==> src/rtl/m_asm_pkg.sv <==
// Shared types and helpers for the instruction assembler.
// Holds the FSM state enum, control bit positions and slot count helper.
package m_asm_pkg;

    typedef enum logic [1:0] {
        IDLE = 2'd0,
        FILL = 2'd1,
        REQ  = 2'd2
    } asm_state_t;

    localparam int CTRL_COMMIT = 0;
    localparam int CTRL_CLEAR  = 1;

    // Number of payload slots needed to cover the assembled instruction.
    function automatic int nslot(input int word, input int dword, input int tag_w);
        int p;
        p = word - tag_w;
        return (dword + p - 1) / p;
    endfunction

endpackage

==> src/rtl/m_instr_assembler_if.sv <==
// Decode-fragment input and context-request output bundle of the assembler.
// slave is the assembler side; master is the decoder/context side.
interface m_instr_assembler_if
    import m_asm_pkg::*;
#(
    parameter int WORD  = 8,
    parameter int DWORD = 16,
    parameter int TAG_W = 2,
    parameter int NSLOT = nslot(WORD, DWORD, TAG_W)
);

    logic             decode_valid;
    logic [WORD-1:0]  decode;
    logic             decode_ready;
    logic             ack;
    logic             context_request;
    logic [DWORD-1:0] instruction;
    logic [NSLOT-1:0] slot_mask;

    modport master (
        output decode_valid,
        output decode,
        output ack,
        input  decode_ready,
        input  context_request,
        input  instruction,
        input  slot_mask
    );

    modport slave (
        input  decode_valid,
        input  decode,
        input  ack,
        output decode_ready,
        output context_request,
        output instruction,
        output slot_mask
    );

endinterface

==> src/rtl/m_asm_slot_decode.sv <==
// Combinational fragment decoder: tag/payload to slot enables and
// positioned payload bits, plus control-fragment commit/clear flags.
module m_asm_slot_decode
    import m_asm_pkg::*;
#(
    parameter int WORD  = 8,
    parameter int DWORD = 16,
    parameter int TAG_W = 2,
    parameter int P     = WORD - TAG_W,
    parameter int NSLOT = nslot(WORD, DWORD, TAG_W)
) (
    input  logic [TAG_W-1:0] tag_i,
    input  logic [P-1:0]     payload_i,
    output logic [NSLOT-1:0] wr_en_o,
    output logic [DWORD-1:0] wr_data_o,
    output logic [DWORD-1:0] wr_mask_o,
    output logic             is_ctrl_o,
    output logic             commit_o,
    output logic             clear_o
);

    // Place the payload at its slot; bits beyond the instruction are dropped.
    always_comb begin
        wr_en_o   = '0;
        wr_data_o = '0;
        wr_mask_o = '0;
        for (int k = 0; k < NSLOT; k++) begin
            if (tag_i == TAG_W'(k)) begin
                wr_en_o[k] = 1'b1;
                for (int j = 0; j < P; j++) begin
                    if (k * P + j < DWORD) begin
                        wr_data_o[k*P+j] = payload_i[j];
                        wr_mask_o[k*P+j] = 1'b1;
                    end
                end
            end
        end
        is_ctrl_o = &tag_i;
        clear_o   = is_ctrl_o & payload_i[CTRL_CLEAR];
        commit_o  = is_ctrl_o & payload_i[CTRL_COMMIT]
                  & ~payload_i[CTRL_CLEAR];
    end

endmodule

==> src/rtl/m_instr_assembler.sv <==
// Instruction assembler: builds a DWORD instruction from tagged fragments
// and holds it behind a request/ack. Option: M_ASM_AUTOCOMMIT_EN.
module m_instr_assembler
    import m_asm_pkg::*;
#(
    parameter int WORD  = 8,
    parameter int DWORD = 16,
    parameter int TAG_W = 2
) (
    input logic           clk,
    input logic           reset,
    m_instr_assembler_if.slave bus
);

    localparam int P     = WORD - TAG_W;
    localparam int NSLOT = nslot(WORD, DWORD, TAG_W);

    if (P < 2) begin : g_bad_payload
        $error("m_instr_assembler: payload narrower than control field");
    end
    if (NSLOT > (2 ** TAG_W) - 1) begin : g_bad_nslot
        $error("m_instr_assembler: NSLOT exceeds available slot tags");
    end

    asm_state_t       state_q, state_d;
    logic [DWORD-1:0] shadow_q, shadow_d;
    logic [DWORD-1:0] instr_q, instr_d;
    logic [NSLOT-1:0] mask_q, mask_d;

    logic [NSLOT-1:0] wr_en;
    logic [DWORD-1:0] wr_data;
    logic [DWORD-1:0] wr_mask;
    logic             is_ctrl;
    logic             commit;
    logic             clear;
    logic             accept;

    m_asm_slot_decode #(
        .WORD  (WORD),
        .DWORD (DWORD),
        .TAG_W (TAG_W),
        .P     (P),
        .NSLOT (NSLOT)
    ) u_dec (
        .tag_i     (bus.decode[WORD-1 -: TAG_W]),
        .payload_i (bus.decode[P-1:0]),
        .wr_en_o   (wr_en),
        .wr_data_o (wr_data),
        .wr_mask_o (wr_mask),
        .is_ctrl_o (is_ctrl),
        .commit_o  (commit),
        .clear_o   (clear)
    );

    assign bus.decode_ready    = (state_q != REQ);
    assign bus.context_request = (state_q == REQ);
    assign bus.instruction     = instr_q;
    assign bus.slot_mask       = mask_q;
    assign accept              = bus.decode_valid && bus.decode_ready;

    // Next state: slot writes, clear/commit control and ack release.
    always_comb begin
        state_d  = state_q;
        shadow_d = shadow_q;
        mask_d   = mask_q;
        instr_d  = instr_q;
        case (state_q)
            IDLE, FILL: begin
                if (accept) begin
                    if (clear) begin
                        shadow_d = '0;
                        mask_d   = '0;
                        state_d  = IDLE;
                    end else if (commit) begin
                        instr_d  = shadow_q;
                        shadow_d = '0;
                        mask_d   = '0;
                        state_d  = REQ;
                    end else if (!is_ctrl && |wr_en) begin
                        shadow_d = (shadow_q & ~wr_mask) | wr_data;
                        mask_d   = mask_q | wr_en;
                        state_d  = FILL;
`ifdef M_ASM_AUTOCOMMIT_EN
                        if (&mask_d) begin
                            instr_d  = shadow_d;
                            shadow_d = '0;
                            mask_d   = '0;
                            state_d  = REQ;
                        end
`endif
                    end
                end
            end
            REQ: begin
                if (bus.ack) begin
                    state_d = IDLE;
                end
            end
            default: begin
                state_d = IDLE;
            end
        endcase
    end

    // State, shadow, mask and committed instruction registers.
    always_ff @(posedge clk or negedge reset) begin
        if (!reset) begin
            state_q  <= IDLE;
            shadow_q <= '0;
            mask_q   <= '0;
            instr_q  <= '0;
        end else begin
            state_q  <= state_d;
            shadow_q <= shadow_d;
            mask_q   <= mask_d;
            instr_q  <= instr_d;
        end
    end

endmodule

==> src/flat_wrapper.sv <==
// flat-port wrapper written by rule: the top's interface ports become plain ports
module m_instr_assembler_flat import m_asm_pkg::*;
#(
    parameter int WORD  = 8,
    parameter int DWORD = 16,
    parameter int TAG_W = 2
)
  (clk, reset, bus_decode_valid, bus_decode, bus_ack, bus_decode_ready, bus_context_request, bus_instruction, bus_slot_mask);
  m_instr_assembler_if #(.WORD(WORD), .DWORD(DWORD), .TAG_W(TAG_W)) bus_i ();
  input logic clk;
  input logic reset;
  input wire logic [$bits(bus_i.decode_valid)-1:0] bus_decode_valid;
  input wire logic [$bits(bus_i.decode)-1:0] bus_decode;
  input wire logic [$bits(bus_i.ack)-1:0] bus_ack;
  output wire logic [$bits(bus_i.decode_ready)-1:0] bus_decode_ready;
  output wire logic [$bits(bus_i.context_request)-1:0] bus_context_request;
  output wire logic [$bits(bus_i.instruction)-1:0] bus_instruction;
  output wire logic [$bits(bus_i.slot_mask)-1:0] bus_slot_mask;
  assign bus_i.decode_valid = bus_decode_valid;
  assign bus_i.decode = bus_decode;
  assign bus_i.ack = bus_ack;
  assign bus_decode_ready = bus_i.decode_ready;
  assign bus_context_request = bus_i.context_request;
  assign bus_instruction = bus_i.instruction;
  assign bus_slot_mask = bus_i.slot_mask;
  m_instr_assembler #(.WORD(WORD), .DWORD(DWORD), .TAG_W(TAG_W)) u_core (.clk(clk), .reset(reset), .bus(bus_i));
endmodule
==> config.mk <==
export PLATFORM = sky130hd
export DESIGN_NAME = m_instr_assembler_flat
export DESIGN_NICKNAME = d
export VERILOG_FILES = /design/src/rtl/m_asm_pkg.sv /design/src/rtl/m_instr_assembler_if.sv /design/src/rtl/m_asm_slot_decode.sv /design/src/rtl/m_instr_assembler.sv /design/src/flat_wrapper.sv
export SDC_FILE = /design/constraint.sdc
export NUM_CORES = 1
export LEC_CHECK = 0
export BUFFER_PORTS_ARGS = -buffer_cell sky130_fd_sc_hd__buf_2
export CAP_MARGIN = 15
export CORE_UTILIZATION = 47
export DETAILED_ROUTE_END_ITERATION = 10
export PLACE_DENSITY = 0.73
export SETUP_SLACK_MARGIN = 0.2
export SLEW_MARGIN = 20
export SYNTH_ARGS = -nofsm -noshare
export SYNTH_HDL_FRONTEND = slang
export SYNTH_SLANG_ARGS = --single-unit
==> constraint.sdc <==
create_clock -name clk -period 1.7 [get_ports clk]
set_input_delay 0.255 -clock clk [delete_from_list [all_inputs] [get_ports clk]]
set_output_delay 0.255 -clock clk [all_outputs]
set_load 0.005 [all_outputs]
Yosys cells after proc, flatten, opt, wreduce, memory -nomap -nowiden

Cells that the tools add are included.
Widths: inputs -> output; s select.

$add $sub $neg: 0
Multipliers: 0
Div/mod/pow operators: 0
Order comparisons: 0
Eq/ne operators: 8
Shifts and indexed selects: 0
Mux-type cells: 21
Bitwise logic cells: 9
Reductions and logical operators: 12

Operators with widths:

| operator           | count |
|---|---|
| $mux 16            | 3 |
| $mux 6             | 4 |
| $and 16x16->16     | 1 |
| $not 16->16        | 1 |
| $or 16x16->16      | 1 |
| $mux 2             | 5 |
| $mux 3             | 3 |
| $mux 4             | 2 |
| $reduce_and 3->1   | 2 |
| $eq 2x1->1 const B | 2 |
| $eq 2x2->1 const B | 2 |
| $logic_not 2->1    | 2 |
| $ne 2x2->1 const B | 2 |
| $ne 4x1->1 const B | 1 |
| $pmux 2 s2         | 1 |
| $reduce_and 4->1   | 1 |
| $and 1x1->1        | 3 |
| $mux 1             | 3 |
| $or 3x3->3         | 1 |
| $reduce_bool 3->1  | 1 |
| $reduce_or 3->1    | 1 |
| $logic_and 1x1->1  | 2 |
| $ne 2x1->1 const B | 1 |
| $not 1->1          | 2 |
| 3 further kinds    | 3 |

Register bits after elaboration: 37
Latch bits: 0
RAM bits: 0
ROM bits: 0
Input port bits: 12
Logic and storage cells: 54
Memories kept: 0

Logic depth before layout (Yosys ltp)

Depth after elaboration: 9
Depth in mapped cells: 4
Depth with buffers taken out: 3

Cells and area by module

From an unflattened synthesis, not the netlist that was laid out.

Cells, all modules: 157
Area, all modules: 1878.1 µm²

Modules (own cells, without submodules):

| module            | instances | cells an instance | area each (µm²) | sequential area each (µm²) |
|---|---|---|---|---|
| m_instr_assembler | 1         | 115               | 1537.7          | 925.9 |
| m_asm_slot_decode | 1         | 42                | 340.3           | 0.0 |

Least setup slack after synthesis

OpenSTA, ideal clock, no wires.

Path kind: register to register
Start: reg u_core.state_q[1]
End: reg u_core.instr_q[10] (netlist: u_core.bus.instruction[10])
Data arrival time: 1.534 ns
Required time: 1.575 ns
Slack: 0.041 ns
Stages on the path, launching flop included: 5
Period minus slack after synthesis: 1.659 ns
Cell sequence: dfrtp_1 > nand2b_4 > nor4_4 > buf_6 > mux2_2

Cells in the longest elaborated chain, start to end: 3
Elaborated cells between the ends (all ways): 6

Ends and longest elaborated chain:

| item                                                 | line                                             | text |
|---|---|---|
| start: declaration                                   | m_instr_assembler.sv:25                          | `asm_state_t state_q, state_d;` |
| start signal: assignment                             | m_instr_assembler.sv:113                         | `state_q <= state_d;` |
| $eq 2x1->1, or another cell as far along             | m_instr_assembler.sv:67                          | `case (state_q)` |
| $reduce_or 2->1 or $logic_and 1x1->1 (tied branches) | m_instr_assembler.sv:67, m_instr_assembler.sv:59 |  |
| $reduce_and 4->1 (no source line) (*)                | -                                                |  |
| end signal: assignment                               | m_instr_assembler.sv:116                         | `instr_q <= instr_d;` |
| end: declaration                                     | m_instr_assembler.sv:27                          | `logic [DWORD-1:0] instr_q, instr_d;` |

Mark *: on every way between the ends. The rest lies on a longest branch, timed or not.
A chain may end at the register's enable or synchronous reset.

Worst setup path after layout

Start: reg u_core.state_q[1]
End: reg u_core.instr_q[4] (netlist: u_core.bus.instruction[4])

Same word-level chain as after synthesis.

==> reports/metrics.cfg <==
[timing]
final-setup-viol-count = 0
post-route-min-period_ns = 1.49
clock_skew_ns = 0.00665
rsz0062_at_grt = yes
slew-limit-headroom = 0.695
worst_slew_pin_slew_ns = 0.458
fmax_ghz = 0.670
tns_ns = 0
slew_violations = 0
hold_violations = 0
period_share = 0.878

[pwr]
p_int_mw = 1.47
seqPwrFrac = 0.570
p_per_area_mw_per_mm2 = 1060
clockPowerShare = 0.234
combinationalPowerShare = 0.196
p_sw_mw = 0.521
ir_worst_vdd_uv = 582
switching_share = 0.262
p_leak_nw = 0.946

[die]
die_w_um = 58.5
initial_utilization = 0.495
ioPinCount = 33
coreArea_mm2 = 0.00303
die_area_mm2 = 0.00342
rows = 20
dieHeight_um = 58.5

[clock_tree]
clockRootBuffer = clkbuf_4
cts_sinks = 37
cts_tree = done
clk_path_buf_depth = 2
clk_latency_ns = 0.34
clk_pin_slew_ns = 0.10
cts_made_buffers = 5
htree_levels = 2

[cells_and_area]
drive_gt1_frac = 0.455
area_delta_synth_final_pct = 24.7
diodes = 0
finish.utilization = 0.618
nNetsFinal = 168

[detailed_routing]
firstDrtPassIters = 2
drt-initial-drc-count = 24
drt-total-wl_mm = 2.96
wl_per_cell_um = 14.8
drtAntennaViolNets = 0
routed-via-count = 1011
vias_per_cell = 5.06
drc = 0

[placed_design]
gp_congestion = 0.695
dp.final_hpwl_mm = 1.93
portBuffers = 32

[worst_hold_path]
holdPathEnd = u_core.state_q[1]
hold_depth = 2
min_path_type = in2reg
hp-start = bus_ack

[setup_path]
cpMaxStageDelayCell = dfrtp_2
rr_startpoint = u_core.state_q[1]
r2r_setup_slack_ns = 0.21
worstReg2RegEnd = u_core.bus.instruction[4]
reg2regPathDepth = 4
critPathMaxFanout = 5
crit_family = flip-flops
critPathRequiredTime_ns = 1.93
crit_arrival_ns = 1.72
worstPathCellList = nand2b_4 -> nor4_4 -> buf_4 -> mux2_2
path_class = reg2reg
end_kind = register
start_kind = register
cp_num_buf_inv = 1
worst_path_largest_cell_delay_ns = 0.43

[yosys]
postSynthAreaPerCell_um2 = 13.8
ys_types = 21
synthesis.nets = 121
ys_seq_elements = 37
yosys_warnings = 0
synth.cell_area_mm2 = 0.00150
synthCells = 109
synth_largest_area_cell = dfrtp_1
synth_seq_area_share = 0.617
yosysTopAreaCellShare = 0.617
ys_top_cells_by_area = dfrtp_1 62%, mux2_2 12%, mux2i_1 8.0%, nor2_1 5.0%, a22o_1 2.3%

[global_routing]
grt_overflow = 0
grt_max_degree = 20
grt_usage = 0.199
grt_pass1_wl_mm = 4.76
antenna_found_initial = 0
grt_pass1_vias = 1016

[job]
cap_violations = 0

[status]
status = finished, final reports clean

[cell families after synthesis]
logic type / Yosys count / synth area share
AOI/OAI and AO/OA: 8 / 0.0425
buffers and inverters: 7 / 0.0234
DFF: 37 / 0.617
muxes: 28 / 0.200
and+or+nand+nor: 29 / 0.117
[sequential cells by signal, summed over array words and instances (netlist names)]
| register | flops |
|---|---|
| u_core.bus.slot_mask | 3 |
| u_core.state_q | 2 |
| u_core.shadow_q | 16 |
| u_core.bus.instruction | 16 |
[stage by stage]
| stage | power [mW] | instance area [um2] | instances | hold WS [ns] | setup slack (ns) |
|---|---|---|---|---|---|
| global placement | 1.51 | 1750 | 187 | 0.223 | 0.186 |
| finish | 1.99 | 1870 | 200 | 0.0914 | 0.208 |
| CTS | 2.00 | 1840 | 197 | 0.0791 | 0.218 |
| detailed placement | 1.53 | 1750 | 187 | 0.227 | 0.108 |
| global route | 2.10 | 1870 | 200 | 0.0828 | 0.178 |
| floorplan | 1.33 | 1500 | 109 | -0.0406 | 0.0414 |
[synth_stat cells]
master / number
dfrtp_1: 37
nor2_1: 20
mux2_2: 16
mux2i_1: 12
a22o_1: 4
inv_1: 3
clkbuf_1: 2
nand2_1: 2
a211o_1: 1
a22oi_1: 1
and4bb_2: 1
buf_2: 1
buf_6: 1
nand2b_1: 1
nand2b_4: 1
nor3_1: 1
nor4_4: 1
nor4b_4: 1
nor4bb_1: 1
o21ai_0: 1
o21bai_1: 1
[routing by layer]
metal | track usage | vias up | wire length, um
met1 | 0.250 | 503 | 1320
met3 | 0.0769 | 6 | 160
li1 | - | 472 | -
met4 | 0.0952 | 0 | 71
met5 | 0 | - | 0
met2 | 0.305 | 30 | 1400
[layout by cell type, fill, tap and decap left out, types with 2 or more instances in the layout]
cell type and instances:
nand2_1 2, clkbuf_4 5, dfrtp_1 36, nor2_1 20, a22o_1 4, buf_4 8
mux2_2 15, buf_2 32, buf_6 2, mux2i_1 12, inv_1 3
[repair_timing]
item	4_1_cts	5_1_grt
endpoints found under the setup margin	16	9
buffers inserted	1	3
hold buffers	1	0
resized for setup	4	2
gates cloned	1	0
hold endpoints to repair	18	0
pin swaps	1	0
[power by group through the flow]
stage | clock network (mW) | registers [mW] | logic [mW]
floorplan | 0 | 1.15 | 0.182
global placement | 0 | 1.15 | 0.366
detailed placement | 0 | 1.15 | 0.379
CTS | 0.482 | 1.13 | 0.386
global route | 0.515 | 1.15 | 0.435
finish | 0.466 | 1.13 | 0.388
[layout make-up]
| type | instances | area, um2 |
|---|---|---|
| Timing Repair Buffer | 44 | 273 |
| Tap cell | 44 | 55.1 |
| Clock buffer | 7 | 55.1 |
| Multi-Input combinational cell | 65 | 549 |
| Inverter | 3 | 11.3 |
| Fill cell | 256 | 1160 |
| Sequential cell | 37 | 927 |
[how the worst max path moves through the flow]
| stage | startpoint | to | slack [ns] | cells past startpoint |
|---|---|---|---|---|
| after global routing | u_core.state_q[1] | u_core.bus.instruction[8] | 0.18 | 4 |
| after CTS | u_core.state_q[1] | u_core.bus.instruction[8] | 0.22 | 4 |
| after detailed placement | u_core.state_q[1] | u_core.bus.instruction[1] | 0.11 | 4 |
| after global placement | u_core.state_q[1] | u_core.bus.instruction[15] | 0.19 | 4 |
| after floorplan | u_core.state_q[1] | u_core.bus.instruction[10] | 0.04 | 4 |
| final | u_core.state_q[1] | u_core.bus.instruction[4] | 0.21 | 4 |
Note: power is estimated with default switching activity, not from simulation.
